### src/rtl/toy_mext_arb_if.sv
// Bundle of the two issue request channels, the M-extension datapath
// operand bus and the writeback readiness input.
interface toy_mext_arb_if #(
  parameter int INST_WIDTH     = 32,
  parameter int INST_IDX_WIDTH = 8,
  parameter int REG_WIDTH      = 32
);
  logic                      req0_vld;
  logic                      req0_rdy;
  logic [INST_WIDTH-1:0]     req0_pld;
  logic [INST_IDX_WIDTH-1:0] req0_idx;
  logic [4:0]                req0_rd_idx;
  logic                      req0_rd_en;
  logic [REG_WIDTH-1:0]      req0_rs1;
  logic [REG_WIDTH-1:0]      req0_rs2;

  logic                      req1_vld;
  logic                      req1_rdy;
  logic [INST_WIDTH-1:0]     req1_pld;
  logic [INST_IDX_WIDTH-1:0] req1_idx;
  logic [4:0]                req1_rd_idx;
  logic                      req1_rd_en;
  logic [REG_WIDTH-1:0]      req1_rs1;
  logic [REG_WIDTH-1:0]      req1_rs2;

  logic                      mext_vld;
  logic [INST_WIDTH-1:0]     mext_pld;
  logic [INST_IDX_WIDTH-1:0] mext_idx;
  logic [4:0]                mext_rd_idx;
  logic                      mext_rd_en;
  logic [REG_WIDTH-1:0]      mext_rs1;
  logic [REG_WIDTH-1:0]      mext_rs2;
  logic                      mext_src;
  logic                      wb_rdy;

  // Requester / writeback side.
  modport master (
    output req0_vld, req0_pld, req0_idx, req0_rd_idx, req0_rd_en, req0_rs1, req0_rs2,
    input  req0_rdy,
    output req1_vld, req1_pld, req1_idx, req1_rd_idx, req1_rd_en, req1_rs1, req1_rs2,
    input  req1_rdy,
    input  mext_vld, mext_pld, mext_idx, mext_rd_idx, mext_rd_en, mext_rs1, mext_rs2, mext_src,
    output wb_rdy
  );

  // Arbiter side.
  modport slave (
    input  req0_vld, req0_pld, req0_idx, req0_rd_idx, req0_rd_en, req0_rs1, req0_rs2,
    output req0_rdy,
    input  req1_vld, req1_pld, req1_idx, req1_rd_idx, req1_rd_en, req1_rs1, req1_rs2,
    output req1_rdy,
    output mext_vld, mext_pld, mext_idx, mext_rd_idx, mext_rd_en, mext_rs1, mext_rs2, mext_src,
    input  wb_rdy
  );
endinterface

### src/rtl/toy_mext_arb.sv
// Round-robin arbiter/sequencer for the shared M-extension datapath.
// Handshake: a request transfers on a cycle where reqN_vld and reqN_rdy are
// both high; the requester holds payload stable while vld is high and rdy is
// low. mext_vld is a one-cycle pulse, qualified by wb_rdy, that marks the
// single cycle in which the datapath result for the held operands commits.
module toy_mext_arb #(
  parameter int INST_WIDTH     = 32,
  parameter int INST_IDX_WIDTH = 8,
  parameter int REG_WIDTH      = 32,
  parameter int MUL_LAT        = 2,
  parameter int DIV_LAT        = 8,
  parameter int FIFO_DEPTH     = 2
) (
  input  logic          clk,
  input  logic          rst,
  input  logic          flush,
  toy_mext_arb_if.slave bus,
  output logic          busy,
  output logic          dbg_state,
  output logic [3:0]    dbg_cnt
);

  localparam int PW = $clog2(FIFO_DEPTH);

  typedef enum logic {IDLE = 1'b0, EXEC = 1'b1} state_t;

  typedef struct packed {
    logic [INST_WIDTH-1:0]     pld;
    logic [INST_IDX_WIDTH-1:0] idx;
    logic [4:0]                rd_idx;
    logic                      rd_en;
    logic [REG_WIDTH-1:0]      rs1;
    logic [REG_WIDTH-1:0]      rs2;
  } pkt_t;

  pkt_t          in_pkt [2];
  logic [1:0]    in_vld;
  pkt_t          mem    [2][FIFO_DEPTH];
  logic [PW-1:0] rd_ptr [2];
  logic [PW-1:0] wr_ptr [2];
  logic [PW:0]   count  [2];
  pkt_t          head   [2];
  logic [1:0]    full;
  logic [1:0]    nonempty;
  logic [1:0]    rdy;
  logic [1:0]    push;
  logic [1:0]    pop;

  state_t     state_q, state_d;
  logic [3:0] cnt_q, cnt_d;
  logic       favour_q;
  logic       grant_ok;
  logic       grant;
  logic       sel;
  logic [3:0] lat_m1;
  logic       vld;
  pkt_t       mext_q;
  logic       src_q;

  // Gather the two request channels into indexable form.
  always_comb begin
    in_vld[0] = bus.req0_vld;
    in_vld[1] = bus.req1_vld;
    in_pkt[0] = '{pld: bus.req0_pld, idx: bus.req0_idx, rd_idx: bus.req0_rd_idx,
                  rd_en: bus.req0_rd_en, rs1: bus.req0_rs1, rs2: bus.req0_rs2};
    in_pkt[1] = '{pld: bus.req1_pld, idx: bus.req1_idx, rd_idx: bus.req1_rd_idx,
                  rd_en: bus.req1_rd_en, rs1: bus.req1_rs1, rs2: bus.req1_rs2};
  end

  // FIFO status, ready and push qualification; flush blocks all pushes.
  always_comb begin
    for (int i = 0; i < 2; i++) begin
      full[i]     = (count[i] == (PW+1)'(FIFO_DEPTH));
      nonempty[i] = (count[i] != '0);
      rdy[i]      = ~full[i] & ~flush;
      push[i]     = in_vld[i] & rdy[i];
      head[i]     = mem[i][rd_ptr[i]];
    end
  end

  assign bus.req0_rdy = rdy[0];
  assign bus.req1_rdy = rdy[1];

  // FIFO storage; contents need no reset because count gates validity.
  always_ff @(posedge clk) begin
    for (int i = 0; i < 2; i++) begin
      if (push[i]) mem[i][wr_ptr[i]] <= in_pkt[i];
    end
  end

  // FIFO pointers and occupancy; flush empties both queues.
  always_ff @(posedge clk or posedge rst) begin
    if (rst) begin
      for (int i = 0; i < 2; i++) begin
        rd_ptr[i] <= '0;
        wr_ptr[i] <= '0;
        count[i]  <= '0;
      end
    end else if (flush) begin
      for (int i = 0; i < 2; i++) begin
        rd_ptr[i] <= '0;
        wr_ptr[i] <= '0;
        count[i]  <= '0;
      end
    end else begin
      for (int i = 0; i < 2; i++) begin
        if (push[i]) wr_ptr[i] <= wr_ptr[i] + 1'b1;
        if (pop[i])  rd_ptr[i] <= rd_ptr[i] + 1'b1;
        case ({push[i], pop[i]})
          2'b10:   count[i] <= count[i] + 1'b1;
          2'b01:   count[i] <= count[i] - 1'b1;
          default: count[i] <= count[i];
        endcase
      end
    end
  end

  // Grant selection: a grant slot exists in IDLE or when the current
  // operation completes; the favoured side wins only when both are ready.
  always_comb begin
    grant_ok = ~flush & ((state_q == IDLE) |
                         ((state_q == EXEC) & (cnt_q == 4'd0) & bus.wb_rdy));
    sel      = (nonempty == 2'b11) ? favour_q : nonempty[1];
    grant    = grant_ok & (|nonempty);
    pop      = 2'b00;
    pop[sel] = grant;
    lat_m1   = head[sel].pld[14] ? 4'(DIV_LAT - 1) : 4'(MUL_LAT - 1);
  end

  // State and counter register.
  always_ff @(posedge clk or posedge rst) begin
    if (rst) begin
      state_q <= IDLE;
      cnt_q   <= 4'd0;
    end else begin
      state_q <= state_d;
      cnt_q   <= cnt_d;
    end
  end

  // Next state, hold counter and commit pulse; flush overrides everything.
  always_comb begin
    state_d = state_q;
    cnt_d   = cnt_q;
    vld     = 1'b0;
    case (state_q)
      IDLE: begin
        if (grant) begin
          state_d = EXEC;
          cnt_d   = lat_m1;
        end
      end
      EXEC: begin
        if (cnt_q != 4'd0) begin
          cnt_d = cnt_q - 4'd1;
        end else begin
          vld = bus.wb_rdy;
          if (bus.wb_rdy) begin
            if (grant) begin
              cnt_d = lat_m1;
            end else begin
              state_d = IDLE;
            end
          end
        end
      end
      default: begin
        state_d = IDLE;
        cnt_d   = 4'd0;
      end
    endcase
    if (flush) begin
      state_d = IDLE;
      cnt_d   = 4'd0;
      vld     = 1'b0;
    end
  end

  // Round-robin pointer flips to the side that lost on every grant.
  always_ff @(posedge clk or posedge rst) begin
    if (rst) favour_q <= 1'b0;
    else if (grant) favour_q <= ~sel;
  end

  // Operand registers change only on grant and hold otherwise.
  always_ff @(posedge clk or posedge rst) begin
    if (rst) begin
      mext_q <= '0;
      src_q  <= 1'b0;
    end else if (grant) begin
      mext_q <= head[sel];
      src_q  <= sel;
    end
  end

  assign bus.mext_vld    = vld;
  assign bus.mext_pld    = mext_q.pld;
  assign bus.mext_idx    = mext_q.idx;
  assign bus.mext_rd_idx = mext_q.rd_idx;
  assign bus.mext_rd_en  = mext_q.rd_en;
  assign bus.mext_rs1    = mext_q.rs1;
  assign bus.mext_rs2    = mext_q.rs2;
  assign bus.mext_src    = src_q;

  assign busy      = (state_q != IDLE) | (|nonempty);
  assign dbg_state = state_q;
  assign dbg_cnt   = cnt_q;

endmodule

### src/flat_wrapper.sv
// flat-port wrapper written by rule: the top's interface ports become plain ports
module toy_mext_arb_flat 
#(
  parameter int INST_WIDTH     = 32,
  parameter int INST_IDX_WIDTH = 8,
  parameter int REG_WIDTH      = 32,
  parameter int MUL_LAT        = 2,
  parameter int DIV_LAT        = 8,
  parameter int FIFO_DEPTH     = 2
)
  (clk, rst, flush, busy, dbg_state, dbg_cnt, bus_req0_vld, bus_req0_pld, bus_req0_idx, bus_req0_rd_idx, bus_req0_rd_en, bus_req0_rs1, bus_req0_rs2, bus_req0_rdy, bus_req1_vld, bus_req1_pld, bus_req1_idx, bus_req1_rd_idx, bus_req1_rd_en, bus_req1_rs1, bus_req1_rs2, bus_req1_rdy, bus_mext_vld, bus_mext_pld, bus_mext_idx, bus_mext_rd_idx, bus_mext_rd_en, bus_mext_rs1, bus_mext_rs2, bus_mext_src, bus_wb_rdy);
  toy_mext_arb_if #(.INST_WIDTH(INST_WIDTH), .INST_IDX_WIDTH(INST_IDX_WIDTH), .REG_WIDTH(REG_WIDTH)) bus_i ();
  input  logic clk;
  input  logic rst;
  input  logic flush;
  output logic busy;
  output logic dbg_state;
  output logic [3:0] dbg_cnt;
  input wire logic [$bits(bus_i.req0_vld)-1:0] bus_req0_vld;
  input wire logic [$bits(bus_i.req0_pld)-1:0] bus_req0_pld;
  input wire logic [$bits(bus_i.req0_idx)-1:0] bus_req0_idx;
  input wire logic [$bits(bus_i.req0_rd_idx)-1:0] bus_req0_rd_idx;
  input wire logic [$bits(bus_i.req0_rd_en)-1:0] bus_req0_rd_en;
  input wire logic [$bits(bus_i.req0_rs1)-1:0] bus_req0_rs1;
  input wire logic [$bits(bus_i.req0_rs2)-1:0] bus_req0_rs2;
  output wire logic [$bits(bus_i.req0_rdy)-1:0] bus_req0_rdy;
  input wire logic [$bits(bus_i.req1_vld)-1:0] bus_req1_vld;
  input wire logic [$bits(bus_i.req1_pld)-1:0] bus_req1_pld;
  input wire logic [$bits(bus_i.req1_idx)-1:0] bus_req1_idx;
  input wire logic [$bits(bus_i.req1_rd_idx)-1:0] bus_req1_rd_idx;
  input wire logic [$bits(bus_i.req1_rd_en)-1:0] bus_req1_rd_en;
  input wire logic [$bits(bus_i.req1_rs1)-1:0] bus_req1_rs1;
  input wire logic [$bits(bus_i.req1_rs2)-1:0] bus_req1_rs2;
  output wire logic [$bits(bus_i.req1_rdy)-1:0] bus_req1_rdy;
  output wire logic [$bits(bus_i.mext_vld)-1:0] bus_mext_vld;
  output wire logic [$bits(bus_i.mext_pld)-1:0] bus_mext_pld;
  output wire logic [$bits(bus_i.mext_idx)-1:0] bus_mext_idx;
  output wire logic [$bits(bus_i.mext_rd_idx)-1:0] bus_mext_rd_idx;
  output wire logic [$bits(bus_i.mext_rd_en)-1:0] bus_mext_rd_en;
  output wire logic [$bits(bus_i.mext_rs1)-1:0] bus_mext_rs1;
  output wire logic [$bits(bus_i.mext_rs2)-1:0] bus_mext_rs2;
  output wire logic [$bits(bus_i.mext_src)-1:0] bus_mext_src;
  input wire logic [$bits(bus_i.wb_rdy)-1:0] bus_wb_rdy;
  assign bus_i.req0_vld = bus_req0_vld;
  assign bus_i.req0_pld = bus_req0_pld;
  assign bus_i.req0_idx = bus_req0_idx;
  assign bus_i.req0_rd_idx = bus_req0_rd_idx;
  assign bus_i.req0_rd_en = bus_req0_rd_en;
  assign bus_i.req0_rs1 = bus_req0_rs1;
  assign bus_i.req0_rs2 = bus_req0_rs2;
  assign bus_req0_rdy = bus_i.req0_rdy;
  assign bus_i.req1_vld = bus_req1_vld;
  assign bus_i.req1_pld = bus_req1_pld;
  assign bus_i.req1_idx = bus_req1_idx;
  assign bus_i.req1_rd_idx = bus_req1_rd_idx;
  assign bus_i.req1_rd_en = bus_req1_rd_en;
  assign bus_i.req1_rs1 = bus_req1_rs1;
  assign bus_i.req1_rs2 = bus_req1_rs2;
  assign bus_req1_rdy = bus_i.req1_rdy;
  assign bus_mext_vld = bus_i.mext_vld;
  assign bus_mext_pld = bus_i.mext_pld;
  assign bus_mext_idx = bus_i.mext_idx;
  assign bus_mext_rd_idx = bus_i.mext_rd_idx;
  assign bus_mext_rd_en = bus_i.mext_rd_en;
  assign bus_mext_rs1 = bus_i.mext_rs1;
  assign bus_mext_rs2 = bus_i.mext_rs2;
  assign bus_mext_src = bus_i.mext_src;
  assign bus_i.wb_rdy = bus_wb_rdy;
  toy_mext_arb #(.INST_WIDTH(INST_WIDTH), .INST_IDX_WIDTH(INST_IDX_WIDTH), .REG_WIDTH(REG_WIDTH), .MUL_LAT(MUL_LAT), .DIV_LAT(DIV_LAT), .FIFO_DEPTH(FIFO_DEPTH)) u_core (.clk(clk), .rst(rst), .flush(flush), .bus(bus_i), .busy(busy), .dbg_state(dbg_state), .dbg_cnt(dbg_cnt));
endmodule
### config.mk
export PLATFORM = sky130hd
export DESIGN_NAME = toy_mext_arb_flat
export DESIGN_NICKNAME = d
export VERILOG_FILES = /design/src/rtl/toy_mext_arb_if.sv /design/src/rtl/toy_mext_arb.sv /design/src/flat_wrapper.sv
export SDC_FILE = /design/constraint.sdc
export NUM_CORES = 1
export LEC_CHECK = 0
export CAP_MARGIN = 5
export CORE_ASPECT_RATIO = 0.6
export CORE_MARGIN = 2
export CORE_UTILIZATION = 58
export DETAILED_ROUTE_END_ITERATION = 10
export PLACE_DENSITY = 0.83
export SETUP_SLACK_MARGIN = 0.3
export SLEW_MARGIN = 0
export SYNTH_ARGS = -nofsm -noshare
export SYNTH_HDL_FRONTEND = slang
export SYNTH_SLANG_ARGS = --single-unit
### constraint.sdc
create_clock -name clk -period 29.1 [get_ports clk]
set_input_delay 5.82 -clock clk [delete_from_list [all_inputs] [get_ports clk]]
set_output_delay 5.82 -clock clk [all_outputs]
set_load 0.02 [all_outputs]
After elaboration in Yosys (flattened, before gate mapping)
Memory sizes are Yosys's and may differ from the RTL's.
Cells that the tools add are included.
- bits in registers: 125
- RAM bits: 440
- input bits: 226
- output and inout bits: 120
- word-level logic and storage cells: 121
- memories kept: 1
- add/subtract/negate cells: 9
- order comparisons: 9
- eq/ne operators: 8
- mux-type cells: 43
- bitwise logic cells: 21
- reduce and logical (&&, ||, !) cells: 14
- memory list (memory ; words ; width ; rd ports ; clocked after memory_dff ; wr ports ; RTL line ; source):
    u_core.mem ; 2 ; 220 ; 2 ; 0 ; 2 ; toy_mext_arb.sv:38 ; pkt_t mem [2][FIFO_DEPTH];
- operators with widths (kind ; count):
    $mux W110 ; 11
    $mux W220 ; 2
    $demux W110 S1 ; 2
    $mux W4 ; 5
    $mux W1 ; 15
    $reduce_bool A2 Y1 ; 6
    $eq A2 B2 Y1 const B ; 5
    $ge A2 B2 Y1 const B ; 5
    $not A1 Y2 ; 5
    $and A1 B1 Y1 ; 8
    $pmux W2 S2 ; 2
    $pmux W4 S2 ; 1
    $reduce_bool A3 Y1 ; 2
    $not A1 Y1 ; 5
    $add A1 B1 Y1 const B ; 4
    $add A2 B1 Y2 const B ; 2
    $eq A2 B1 Y1 const B ; 2
    $logic_not A4 Y1 ; 1
    $lt A2 B1 Y1 const B ; 2
    $mux W2 ; 2
    $ne A4 B4 Y1 const B ; 1
    $reduce_bool A4 Y1 ; 1
    $sub A2 B1 Y2 const B ; 2
    $sub A4 B1 Y4 const B ; 1
    other kinds (9) ; 12

Longest topological paths before layout
Gate-level depths: netlist (run 1).
- depth in word-level cells: 13
- gate-level depth with buffers: 9
- depth with buffers taken out: 6

Least setup slack after synthesis (run 1)
Ideal clock, no wire load.
- path kind: input-to-reg
- start: input flush
- end: memory u_core.mem[0][330] in the netlist's numbering (enable)
- setup time: 0.849 ns
- data arrival time: 16.458 ns
- required time: 28.251 ns
- path slack: 11.793 ns
- stages: 2
- buffers on the path: 1
- path through: buf_1 > nor4_1
- RTL lines (what ; RTL line ; source):
    start, declared ; flat_wrapper.sv:15 ; input logic flush;
    end, declared ; toy_mext_arb.sv:38 ;

Worst setup path in the final report (run 1)
- start: input bus_wb_rdy
- end: output bus_mext_vld
- longest elaborated chain between the ends: 3
- ends and longest elaborated chain (what ; RTL line ; source):
    start, declared ; flat_wrapper.sv:43 ; input wire logic [$bits(bus_i.wb_rdy)-1:0] bus_wb_rdy;
    $mux W1 ; toy_mext_arb.sv:154 ; if (cnt_q != 4'd0) begin
    $mux W1 ; toy_mext_arb.sv:146 ; case (state_q)
    $mux W1 ; toy_mext_arb.sv:172 ; if (flush) begin
    end, declared ; flat_wrapper.sv:35 ; output wire logic [$bits(bus_i.mext_vld)-1:0] bus_mext_vld;
Every way passes these cells.

==> results of run 1 <==
-- final cells by class --
type,instances,share of cell area [%]
Sequential cell,565,59.8
Multi-Input combinational cell,736,17.9
Timing Repair Buffer,361,13.1
Clock buffer,69,5.40
Tap cell,504,2.31
Clock inverter,25,1.29
Inverter,7,0.115
Antenna cell,10,0.0916
-- cells in the mapped netlist (2+ instances only) --
library cell  count  area share, %
buf_1             2          0.035
nor3_1            3          0.069
a211oi_1        221            7.6
nor2b_1         220            6.3
a21oi_1           6           0.14
ha_1              2           0.12
mux2i_1           3           0.14
nor2_1           14           0.24
dfrtp_1         125             14
inv_1             7           0.12
buf_4             2          0.069
buf_6            11           0.57
edfxtp_1        440             61
clkbuf_1         57           0.99
xor2_1            2          0.081
o31ai_1         100            3.5
o21ai_0           4          0.092
a2111oi_0         2          0.081
nand3b_1          2          0.069
nand2b_1          2          0.058
nand2_1         118            2.0
buf_2            28           0.65
mux2_2            2           0.10
and3_1            3          0.086
o31ai_2           9           0.52
xnor2_1           3           0.12
o211ai_1          2          0.069
-- flip-flops by register name (all words and copies together), names as in the netlist, 2 cells and up --
name and cells:
u_core.bus.mext_rd_idx 5, u_core.bus.mext_pld 32, u_core.wr_ptr 2, u_core.count 4, u_core.rd_ptr 2, u_core.mem 440
u_core.dbg_cnt 4, u_core.bus.mext_idx 8, u_core.bus.mext_rs2 32, u_core.bus.mext_rs1 32
-- where the power goes --
| group | total, W | switching (W) | internal, W |
|---|---|---|---|
| Sequential | 0.00106 | 0.0000724 | 0.000988 |
| Clock | 0.000722 | 0.000288 | 0.000435 |
| Combinational | 0.000685 | 0.000406 | 0.000278 |
| Total | 0.00247 | 0.000766 | 0.00170 |
-- how the worst max path moves through the flow --
stage,startpoint,end,slack (ns),cells past startpoint
floorplan,flush,u_core.mem[0][330],11.79,2
global placement,bus_wb_rdy,bus_mext_vld,15.55,4
detailed placement,flush,bus_req0_rdy,15.56,3
CTS,bus_wb_rdy,bus_mext_vld,15.52,4
global route,bus_wb_rdy,bus_mext_vld,15.34,4
finish,bus_wb_rdy,bus_mext_vld,15.51,4
-- layer usage --
layer,vias up,share of wire [%],track usage (%)
met1,6675,41,36.4
met4,8,3.2,9.10
met5,-,0.11,0
met3,93,7.5,6.15
met2,477,48,42.5
li1,6036,-,-
-- critical path: stages --
cell             delay (ns)
clkdlybuf4s50_1        0.45
nand4bb_1              0.47
nor3b_1                0.37
clkdlybuf4s50_1        0.66
-- cell families (layout without fill, tap and decap cells) --
group	after synthesis	in the layout	synth area share, %
DFF	565	565	75.3
and+or+nand+nor	371	371	9.28
other	0	10	0
muxes	5	5	0.242
AOI/OAI and AO/OA	353	353	12.5
buffers and inverters	107	462	2.43
adders and majority gates	2	2	0.115
xor gates and xnor gates	5	5	0.202
-- per-stage QoR --
stage | instance area (sq um) | total power (W) | hold slack (ns)
after detailed placement | 25500 | 0.00176 | 0.465
final | 27300 | 0.00247 | 0.474
after global routing | 27300 | 0.00257 | 0.499
after floorplan | 21700 | 0.00146 | 0.484
after CTS | 27300 | 0.00248 | 0.480
after global placement | 25500 | 0.00173 | 0.458
==> flow_metrics.tcl, run 1 <==
set metrics [dict create \
    status "finished, final reports clean" \
    std_cell_rows 54 \
    reg2reg_from "u_core.count[0]" \
    grt_first_pass_wirelength_mm 78.4 \
    ys_seq_area_share_pct 75.3 \
    min_period_ns 13.59 \
    worstPathMaxFanout 9 \
    finClkSkew_ns 0.0112 \
    fmax_ghz 0.0736 \
    gp_congestion 0.846 \
    max_slew_margin_pct 21.6 \
    hold_start "u_core.bus.mext_rs1[1]" \
    irDropWorstVdd_v 0.0000837 \
    root_buffer "clkbuf_16" \
    cts.sinks 565 \
    ios 346 \
    syn2layout_area_growth_pct 25.8 \
    cap_violations 0 \
    grt_antenna_before_repair 13 \
    post_cts_buffers 0 \
    syn_nets 1636 \
    multiInputGateArea_sq_um 4880 \
    drt_iter0_markers 1238 \
    firstDrtPassIters 5 \
    post_cts_resized 0 \
    reg2reg_depth 5 \
    grt_max_degree 103 \
    path_class "primary input to output pin" \
    cp-end-kind "output pin" \
    synth_cell_type_count 45 \
    routed_wl_mm 51.7 \
    final_common_cell "edfxtp_1" \
    cp-start-kind "primary input" \
    die_w_microns 254 \
    clk_path_buf_depth 3 \
    rrSetupSlack_ns 25.96 \
    p_leak_nw 9.44 \
    initial_core_util_pct 59.3 \
    die_y_microns 154 \
    nets 1949 \
    hold_viol 0 \
    syn-instance-count 1408 \
    max_slew.worst_pin.slew_ns 1.18 \
    cts_tree "built" \
    grt_overflow 0 \
    hold_buffers 0 \
    setup_tns_ns 0 \
    r2r-end "u_core.bus.mext_rs1[20]" \
    drive_above_1_share_pct 6.98 \
    fill_cells 2156 \
    synth_edf_count 440 \
    utilization_pct 74.6 \
    drc 0 \
    syn-cell-area_sq_um 21700 \
    groute.usage.overall_pct 26.5 \
    port-buffer-count 345 \
    yosys_register_bits 565 \
    fin_cells 2277 \
    period_share_pct 46.7 \
    dp_cells 2173 \
    required_ns 23.28 \
    hold_class "flip-flop to flip-flop" \
    vias_per_cell 5.84 \
    clock_latency_ns 0.56 \
    whs_endpoint "u_core.bus.mext_rs1[1]" \
    dr_total_vias 13300 \
    hpwl_mm 30.4 \
    async_flop_share_pct 22.1 \
    hold_path_depth 2 \
    synth_ff_type "edfxtp_1" \
    finalSetupViolations 0 \
    crit_arrival_ns 7.77 \
    yosysWarnings 0 \
    avgSynthCellArea_sq_um 15.4 \
    cts-buffers-inserted 50 \
    finalWorstSetupSlack_ns 15.51 \
    most-common-layout-cells "edfxtp_1 (440), clkdlybuf4s50_1 (345), a211oi_1 (221)" \
    htree_levels 2 \
    die_area_sq_um 39100 \
    pre_cts_ws_ns 15.56 \
    wl_per_cell_microns 22.7 \
    final-seq-area_sq_um 16300 \
    core_sq_um 36600 \
    clk_transition_reported_paths_ns 0.06 \
    antenna_left 0 \
    slew_viol_final 0 \
    p_per_area_nw_per_um2 90.3 \
    grt_setup_unrepaired "false" \
    grt_pass1_vias 13600 \
]
Note: power is estimated with default switching activity, not from simulation.
==> run 2, diff against run 1 <==
- CORE_UTILIZATION: 58 -> 48
- PLACE_DENSITY: 0.83 -> 0.74
- clock period: 29.1 -> 12 ns (I/O delays scaled with it)
==> run 2 against run 1 <==
Worst hold slack gained 0.0071 ns. Non-clock buffer count is the same. Largest power group unchanged. Die area grew 20%. Critical endpoint is now bus_req0_rdy. Cell count grew 3.5%. Critical path depth shrank 1. Clock skew grew 0.0043 ns. Via count shrank 1.5%. Flip-flop and latch count is the same. Highest routed layer unchanged.
==> flow_metrics.tcl, run 2 (synthesized netlist as in run 1, its figures left out) <==
set metrics [dict create \
    rrSetupSlack_ns 8.83 \
    path_class "primary input to output pin" \
    gp_congestion 0.804 \
    grt_setup_unrepaired "false" \
    cap_violations 0 \
    largest_register_ffs 440 \
    place_area_sq_um 25600 \
    period_share_pct 56.4 \
    p_clk_share_pct 27.2 \
    drt_iter0_markers 1043 \
    firstDrtPassIters 5 \
    clk_path_buf_depth 3 \
    fmax_ghz 0.148 \
    cts_tree "built" \
    grt_first_pass_wirelength_mm 77.6 \
    cts-buffers-inserted 49 \
    p_per_area_nw_per_um2 213 \
    power_switching_w 0.00184 \
    groute.usage.overall_pct 21.7 \
    die_w_microns 279 \
    drive_above_1_share_pct 6.19 \
    routed_wl_mm 51.4 \
    syn2layout_area_growth_pct 25.2 \
    dr_total_vias 13100 \
    p_leak_nw 9.32 \
    vias_per_cell 5.56 \
    grt_overflow 0 \
    combPwrFrac_pct 28.2 \
    min_period_ns 6.77 \
    finClkSkew_ns 0.0155 \
    core_sq_um 44700 \
    initial_core_util_pct 48.5 \
    worstPathMaxFanout 21 \
    cts.sinks 565 \
    root_buffer "clkbuf_16" \
    hold_class "flip-flop to flip-flop" \
    crit_arrival_ns 4.37 \
    p_int_w 0.00395 \
    cp-end-kind "output pin" \
    clk_transition_reported_paths_ns 0.06 \
    wl_per_cell_microns 21.8 \
    grt_pass1_vias 13100 \
    hold_viol 0 \
    std_cell_rows 60 \
    post-route-cell-area_sq_um 27200 \
    max_slew.worst_pin.slew_ns 1.13 \
    port-buffer-count 345 \
    ios 346 \
    status "finished, final reports clean" \
    die_area_sq_um 47000 \
    sequentialPowerShare_pct 44.6 \
    most-common-layout-cells "edfxtp_1 (440), clkdlybuf4s50_1 (345), a211oi_1 (221)" \
    htree_levels 2 \
    drc 0 \
    hpwl_mm 30.7 \
    hold_buffers 0 \
    grt_antenna_before_repair 12 \
    max_slew_margin_pct 24.4 \
    post_cts_buffers 0 \
    clock_latency_ns 0.56 \
    final_common_cell "edfxtp_1" \
    nets 1948 \
    irDropWorstVdd_v 0.000113 \
    finalSetupViolations 0 \
    die_y_microns 169 \
    slew_viol_final 0 \
    p_sw_share_pct 31.7 \
    post_cts_resized 0 \
    antenna_left 0 \
    setup_tns_ns 0 \
    fill_cells 3296 \
    cp-start-kind "primary input" \
    required_ns 9.60 \
    grt_max_degree 109 \
]
-- run 2: cell types whose count changed in the layout (fill, tap and decap cells not counted) --
| cell | previous run | this run |
|---|---|---|
| bufinv_16 | 9 | 4 |
| clkbuf_1 | 7 | 18 |
| clkbuf_16 | 53 | 50 |
| clkbuf_8 | 9 | 4 |
| clkinv_2 | 9 | 7 |
| clkinv_4 | 0 | 1 |
| clkinv_8 | 0 | 1 |
| clkinvlp_4 | 3 | 2 |
| diode_2 | 10 | 7 |
| nor4_2 | 1 | 0 |
| nor4_4 | 1 | 2 |
-- run 2: critical path, stage by stage --
cell and delay (ns):
clkdlybuf4s50_1 0.89, nor2b_1 0.41, clkdlybuf4s50_1 0.66
-- run 2: layout make-up --
type	count	area [sq um]	share of cell area [%]
clock buffer	72	1370	5.05
timing repair buffer	361	3570	13.1
tap	589	737	2.71
inverter	7	31.3	0.115
antenna	7	17.5	0.0644
sequential	565	16300	60.1
multi-input combinational	736	4890	18.0
clock inverter	19	210	0.773
-- run 2: path summary, 6_finish.rpt --
kind	startpoint	end	depth (start not counted)
hold reg to reg	u_core.bus.mext_rs2[12]	u_core.bus.mext_rs2[12]	2
setup / recovery	flush	bus_req0_rdy	3
setup reg to reg	u_core.dbg_cnt[0]	u_core.bus.mext_pld[26]	6
hold / removal	u_core.bus.mext_rs2[12]	u_core.bus.mext_rs2[12]	2
min in group asynchronous	rst	u_core.bus.mext_rs2[10]	2
max in group asynchronous	rst	u_core.rd_ptr[0]	3
-- run 2: power groups by stage --
| stage | registers [W] | logic (W) | clock network [W] |
|---|---|---|---|
| 2_1_floorplan | 0.00279 | 0.000753 | 0 |
| 3_3_place_gp | 0.00261 | 0.00160 | 0 |
| 3_5_place_dp | 0.00262 | 0.00165 | 0 |
| 4_1_cts | 0.00258 | 0.00165 | 0.00161 |
| 5_1_grt | 0.00261 | 0.00176 | 0.00168 |
| 6_report | 0.00258 | 0.00163 | 0.00158 |
-- run 2: routing by layer --
| metal | track usage (%) | part of all wire, % | vias to the layer above |
|---|---|---|---|
| li1 | - | - | 6027 |
| met2 | 35.1 | 48 | 382 |
| met1 | 29.7 | 43 | 6592 |
| met3 | 4.42 | 6.1 | 82 |
| met4 | 6.90 | 2.4 | 6 |
| met5 | 0 | 0.078 | - |
-- run 2: per-stage QoR --
step | power (W) | util (%) | cells | setup slack (ns) | hold slack, ns
floorplan | 0.00355 | - | 1408 | 2.76 | 0.484
global placement | 0.00421 | 57.2 | 2258 | 5.27 | 0.462
detailed placement | 0.00426 | 57.2 | 2258 | 5.26 | 0.469
CTS | 0.00584 | 60.7 | 2349 | 5.26 | 0.483
global route | 0.00606 | 60.7 | 2355 | 5.12 | 0.502
finish | 0.00579 | 60.7 | 2356 | 5.23 | 0.481
==> run 3, diff against run 2 <==
- clock period: 12 -> 5.6 ns (I/O delays scaled with it)
==> run 3 against run 2 <==
Count of clock-buffer cells in the layout decreased by 6. Critical endpoint is now bus_mext_vld. Sequential power increased by 110%. Wire length increased by 0.29%. Critical path type unchanged. Non-clock buffer count increased by 2. Largest power group unchanged. First-iteration DRC count decreased by 15%. Power increased by 120%. Critical path depth increased by 1. Die area unchanged.
==> flow_metrics.tcl, run 3 (synthesized netlist as in run 1, its figures left out) <==
set metrics [dict create \
    utilization_pct 61.1 \
    initial_core_util_pct 48.5 \
    worstPathMaxFanout 9 \
    hold_viol 0 \
    grt_max_degree 220 \
    syn2layout_area_growth_pct 26.0 \
    slew_viol_final 0 \
    clock_latency_ns 0.59 \
    cts.sinks 565 \
    p_total_w 0.0125 \
    p_leak_nw 9.40 \
    p_per_area_nw_per_um2 458 \
    min_period_ns 4.11 \
    port-buffer-count 345 \
    post_cts_buffers 0 \
    status "finished, final reports clean" \
    drive_above_1_share_pct 6.68 \
    reg2reg_depth 5 \
    clk_path_buf_depth 3 \
    cts_tree "built" \
    setup_tns_ns 0 \
    antenna_left 0 \
    post_cts_resized 0 \
    endpoint "bus_mext_vld" \
    htree_levels 2 \
    vias_per_cell 5.57 \
    firstDrtPassIters 5 \
    clk_transition_reported_paths_ns 0.07 \
    hold_class "flip-flop to flip-flop" \
    irDropWorstVdd_v 0.000269 \
    finalSetupViolations 0 \
    std_cell_rows 60 \
    fmax_ghz 0.243 \
    root_buffer "clkbuf_16" \
    cp-end-kind "output pin" \
    grt_overflow 0 \
    die_area_sq_um 47000 \
    crit_arrival_ns 2.99 \
    gp_congestion 0.811 \
    ios 346 \
    cp-start-kind "primary input" \
    routed_wl_mm 51.5 \
    period_share_pct 73.5 \
    max_slew.worst_pin.slew_ns 1.14 \
    core_sq_um 44700 \
    grt_first_pass_wirelength_mm 77.2 \
    nets 1952 \
    grt_setup_unrepaired "false" \
    hold_buffers 0 \
    wl_per_cell_microns 21.8 \
    hold_start "u_core.bus.mext_rs1[3]" \
    hpwl_mm 29.8 \
    max_slew_margin_pct 23.8 \
    fill_cells 3287 \
    rrSetupSlack_ns 2.59 \
    path_class "primary input to output pin" \
    most-common-layout-cells "edfxtp_1 (440), clkdlybuf4s50_1 (345), a211oi_1 (221)" \
    drt_iter0_markers 885 \
    r2r-end "u_core.bus.mext_rs1[6]" \
    grt_antenna_before_repair 11 \
    largest_register_ffs 440 \
    cts-buffers-inserted 51 \
    cp-startpoint "bus_wb_rdy" \
    drc 0 \
    required_ns 4.48 \
    reg2reg_from "u_core.count[2]" \
    groute.usage.overall_pct 21.6 \
    finClkSkew_ns 0.0347 \
    cap_violations 0 \
    die_y_microns 169 \
    final_common_cell "edfxtp_1" \
    die_w_microns 279 \
    dr_total_vias 13200 \
    grt_pass1_vias 13200 \
]
## run 3: layout make-up
| type | instances | area [sq um] | share of cell area [%] |
|---|---|---|---|
| Antenna cell | 7 | 17.5 | 0.0640 |
| Clock buffer | 66 | 1400 | 5.13 |
| Clock inverter | 30 | 262 | 0.956 |
| Inverter | 7 | 31.3 | 0.114 |
| Multi-Input combinational cell | 736 | 4890 | 17.9 |
| Sequential cell | 565 | 16300 | 59.8 |
| Tap cell | 589 | 737 | 2.69 |
| Timing Repair Buffer | 363 | 3660 | 13.4 |
## run 3: how the worst min path moves through the flow
stage	to	cells after the start
after global routing	u_core.bus.mext_rs2[2]	2
after CTS	u_core.bus.mext_rs1[23]	2
after detailed placement	u_core.bus.mext_pld[1]	2
after global placement	u_core.bus.mext_rd_idx[1]	2
final	u_core.bus.mext_rs1[3]	2
after floorplan	u_core.favour_q	1
## run 3: where the power goes
group	total, W	switching (W)	internal (W)	leakage, nW
combinational	0.00351	0.00205	0.00146	3.01
sequential	0.00554	0.000409	0.00513	5.58
clock	0.00349	0.00153	0.00196	0.820
## run 3: metrics by stage
| step | setup slack [ns] | hold slack [ns] | area (sq um) | std cells |
|---|---|---|---|---|
| floorplan | 0.329 | 0.484 | 21700 | 1408 |
| global placement | 1.45 | 0.458 | 25700 | 2260 |
| detailed placement | 1.48 | 0.465 | 25700 | 2260 |
| CTS | 1.47 | 0.480 | 27300 | 2356 |
| global route | 1.34 | 0.498 | 27300 | 2359 |
| finish | 1.49 | 0.475 | 27400 | 2363 |
## run 3: metal layers
layer | wire [microns] | up-vias | track usage, % | part of all wire [%]
met4 | 1310 | 6 | 6.50 | 2.5
li1 | - | 6039 | - | -
met2 | 24500 | 384 | 35.6 | 48
met1 | 22100 | 6632 | 28.7 | 43
met3 | 3590 | 97 | 5.30 | 7.0
met5 | 41 | - | 0 | 0.080
## run 3: critical path, stage by stage
cell and delay (ns):
clkdlybuf4s50_1 0.47, nand4bb_1 0.43, nor3b_1 0.33, clkdlybuf4s50_1 0.64
==> patch, RTL diff (config.mk and constraints of run 3) <==
Reset style: synchronous (`rst`), changed in 4 clocked blocks.
--- a/src/rtl/toy_mext_arb.sv
+++ b/src/rtl/toy_mext_arb.sv
@@ -90,5 +90,5 @@
 
   // FIFO pointers and occupancy; flush empties both queues.
-  always_ff @(posedge clk or posedge rst) begin
+  always_ff @(posedge clk) begin
     if (rst) begin
       for (int i = 0; i < 2; i++) begin
@@ -129,5 +129,5 @@
 
   // State and counter register.
-  always_ff @(posedge clk or posedge rst) begin
+  always_ff @(posedge clk) begin
     if (rst) begin
       state_q <= IDLE;
@@ -178,5 +178,5 @@
 
   // Round-robin pointer flips to the side that lost on every grant.
-  always_ff @(posedge clk or posedge rst) begin
+  always_ff @(posedge clk) begin
     if (rst) favour_q <= 1'b0;
     else if (grant) favour_q <= ~sel;
@@ -184,5 +184,5 @@
 
   // Operand registers change only on grant and hold otherwise.
-  always_ff @(posedge clk or posedge rst) begin
+  always_ff @(posedge clk) begin
     if (rst) begin
       mext_q <= '0;
Check against the original RTL: differs if rst is asserted again (counterexample within 4 cycles, from zero or initial values and one cycle with rst high); with rst held inactive, the same outputs for 4 cycles.
==> patch against run 3 <==
Setup slack improved by 0.40 ns. Highest routed layer unchanged. Cell area decreased by 4.5%. Hold slack got worse by 0.024 ns. Wire length decreased by 9.7%. Synthesized cell count decreased by 18%. Sequential cell count unchanged. Fmax increased by 11%. Synthesized area decreased by 5.7%. Largest cell class unchanged.
Power is not compared: it rests on default switching activity, and its combinational part moved more than twofold at a synthesized area within 25%.
==> patch: results (changes against run 3) <==
Synth
The xor and xnor fraction of the mapped netlist area was 0.00171 (was 0.00202). The count of cell types in the netlist is 41 (was 45). The post-synthesis cell count came to 1155 (was 1408).

Top cells by area, synth: edfxtp_1 66%, dfxtp_1 11%, mux2i_1 11%, a21o_1 4.0%, o22ai_1 3.3% (was edfxtp_1 61%, dfrtp_1 14%, a211oi_1 7.6%, nor2b_1 6.3%, o31ai_1 3.5%). Top cells by count, synth: 448 x edfxtp_1, 220 x mux2i_1, 117 x dfxtp_1 (was 440 x edfxtp_1, 221 x a211oi_1, 220 x nor2b_1). The share of async-settable or async-resettable flops after synthesis is 0 (was 0.221). The net count of the mapped netlist is 1388 (was 1636). The post-synthesis adder-cell area fraction was 0.00428 (was 0.00115).

The share of the yosys chip area belonging to registers is 0.771 (was 0.753). The multiplexer share of the synthesized area is 0.108 (was 0.00242).

Global route
The total global-route track usage was 0.205 (was 0.216). The routing usage on met2 was 0.333 (was 0.356). The pin count of the biggest net entering global routing is 111 (was 220). The number of antenna violations at the first check in global routing was 5 (was 11).

Outcome
Result of the run: completed (unchanged).

Worst hold path
The start point of the worst min-delay path is u_core.bus.mext_rs1[20] (was u_core.bus.mext_rs1[3]). The hold-critical path depth is 1 (was 2).

Clock network
The clock insertion delay at the later pin of the skew report is 0.57 ns (was 0.59 ns). The clock buffer count from CTS is 50 (was 51).

Finish
The proportion of layout cells with a drive suffix above 1 was 0.0674 (was 0.0668). The final-stage net count was 1736 (was 1952).

Timing
The smallest hold slack is 0.451 ns (was 0.475 ns). The clock skew after layout came to 0.0196 ns (was 0.0347 ns).

Place
The worst slack at placement was 1.77 ns (was 1.48 ns). The placement-stage cell area was 0.0245 mm2 (was 0.0257 mm2). The placed wire-length estimate after detailed placement is 28.6 mm (was 29.8 mm).

Routing
The count of vias placed by the detailed router is 11375 (was 13158). The wire length after detailed routing was 46.5 mm (was 51.5 mm). The amount of wire on met3 after detailed routing came to 2.73 mm (was 3.59 mm). The number of violations reported at the end of detailed-routing iteration 0 came to 969 (was 885).

Critical path
The data arrival at the endpoint of the critical path is 2.59 ns (was 2.99 ns).
patch: critical path, delay by kind of cell:
kind	cells	cell delay, ns
AO/OA/AOI/OAI	1	0.27
buffers and inverters	2	1.20
patch: final cells by class:
| cell class | instances | area [um2] |
|---|---|---|
| diodes | 2 | 5.00 |
| clock buffers | 79 | 1470 |
| clock inverters | 14 | 158 |
| fillers | 3000 | 15900 |
| inverters | 10 | 37.5 |
| multi-input cells | 516 | 4290 |
| flip-flops and latches | 565 | 15800 |
| well taps | 570 | 713 |
| repair buffers | 360 | 3640 |
patch: worst max path at each step:
stage	from	to	slack, ns	cells after the start
floorplan	flush	u_core.mem[0][110]	0.52	3
global placement	bus_wb_rdy	u_core.bus.mext_pld[12]	1.85	6
detailed placement	bus_wb_rdy	u_core.bus.mext_pld[21]	1.77	6
CTS	flush	bus_req0_rdy	1.90	3
global route	flush	bus_req0_rdy	1.80	3
finish	flush	bus_req0_rdy	1.89	3
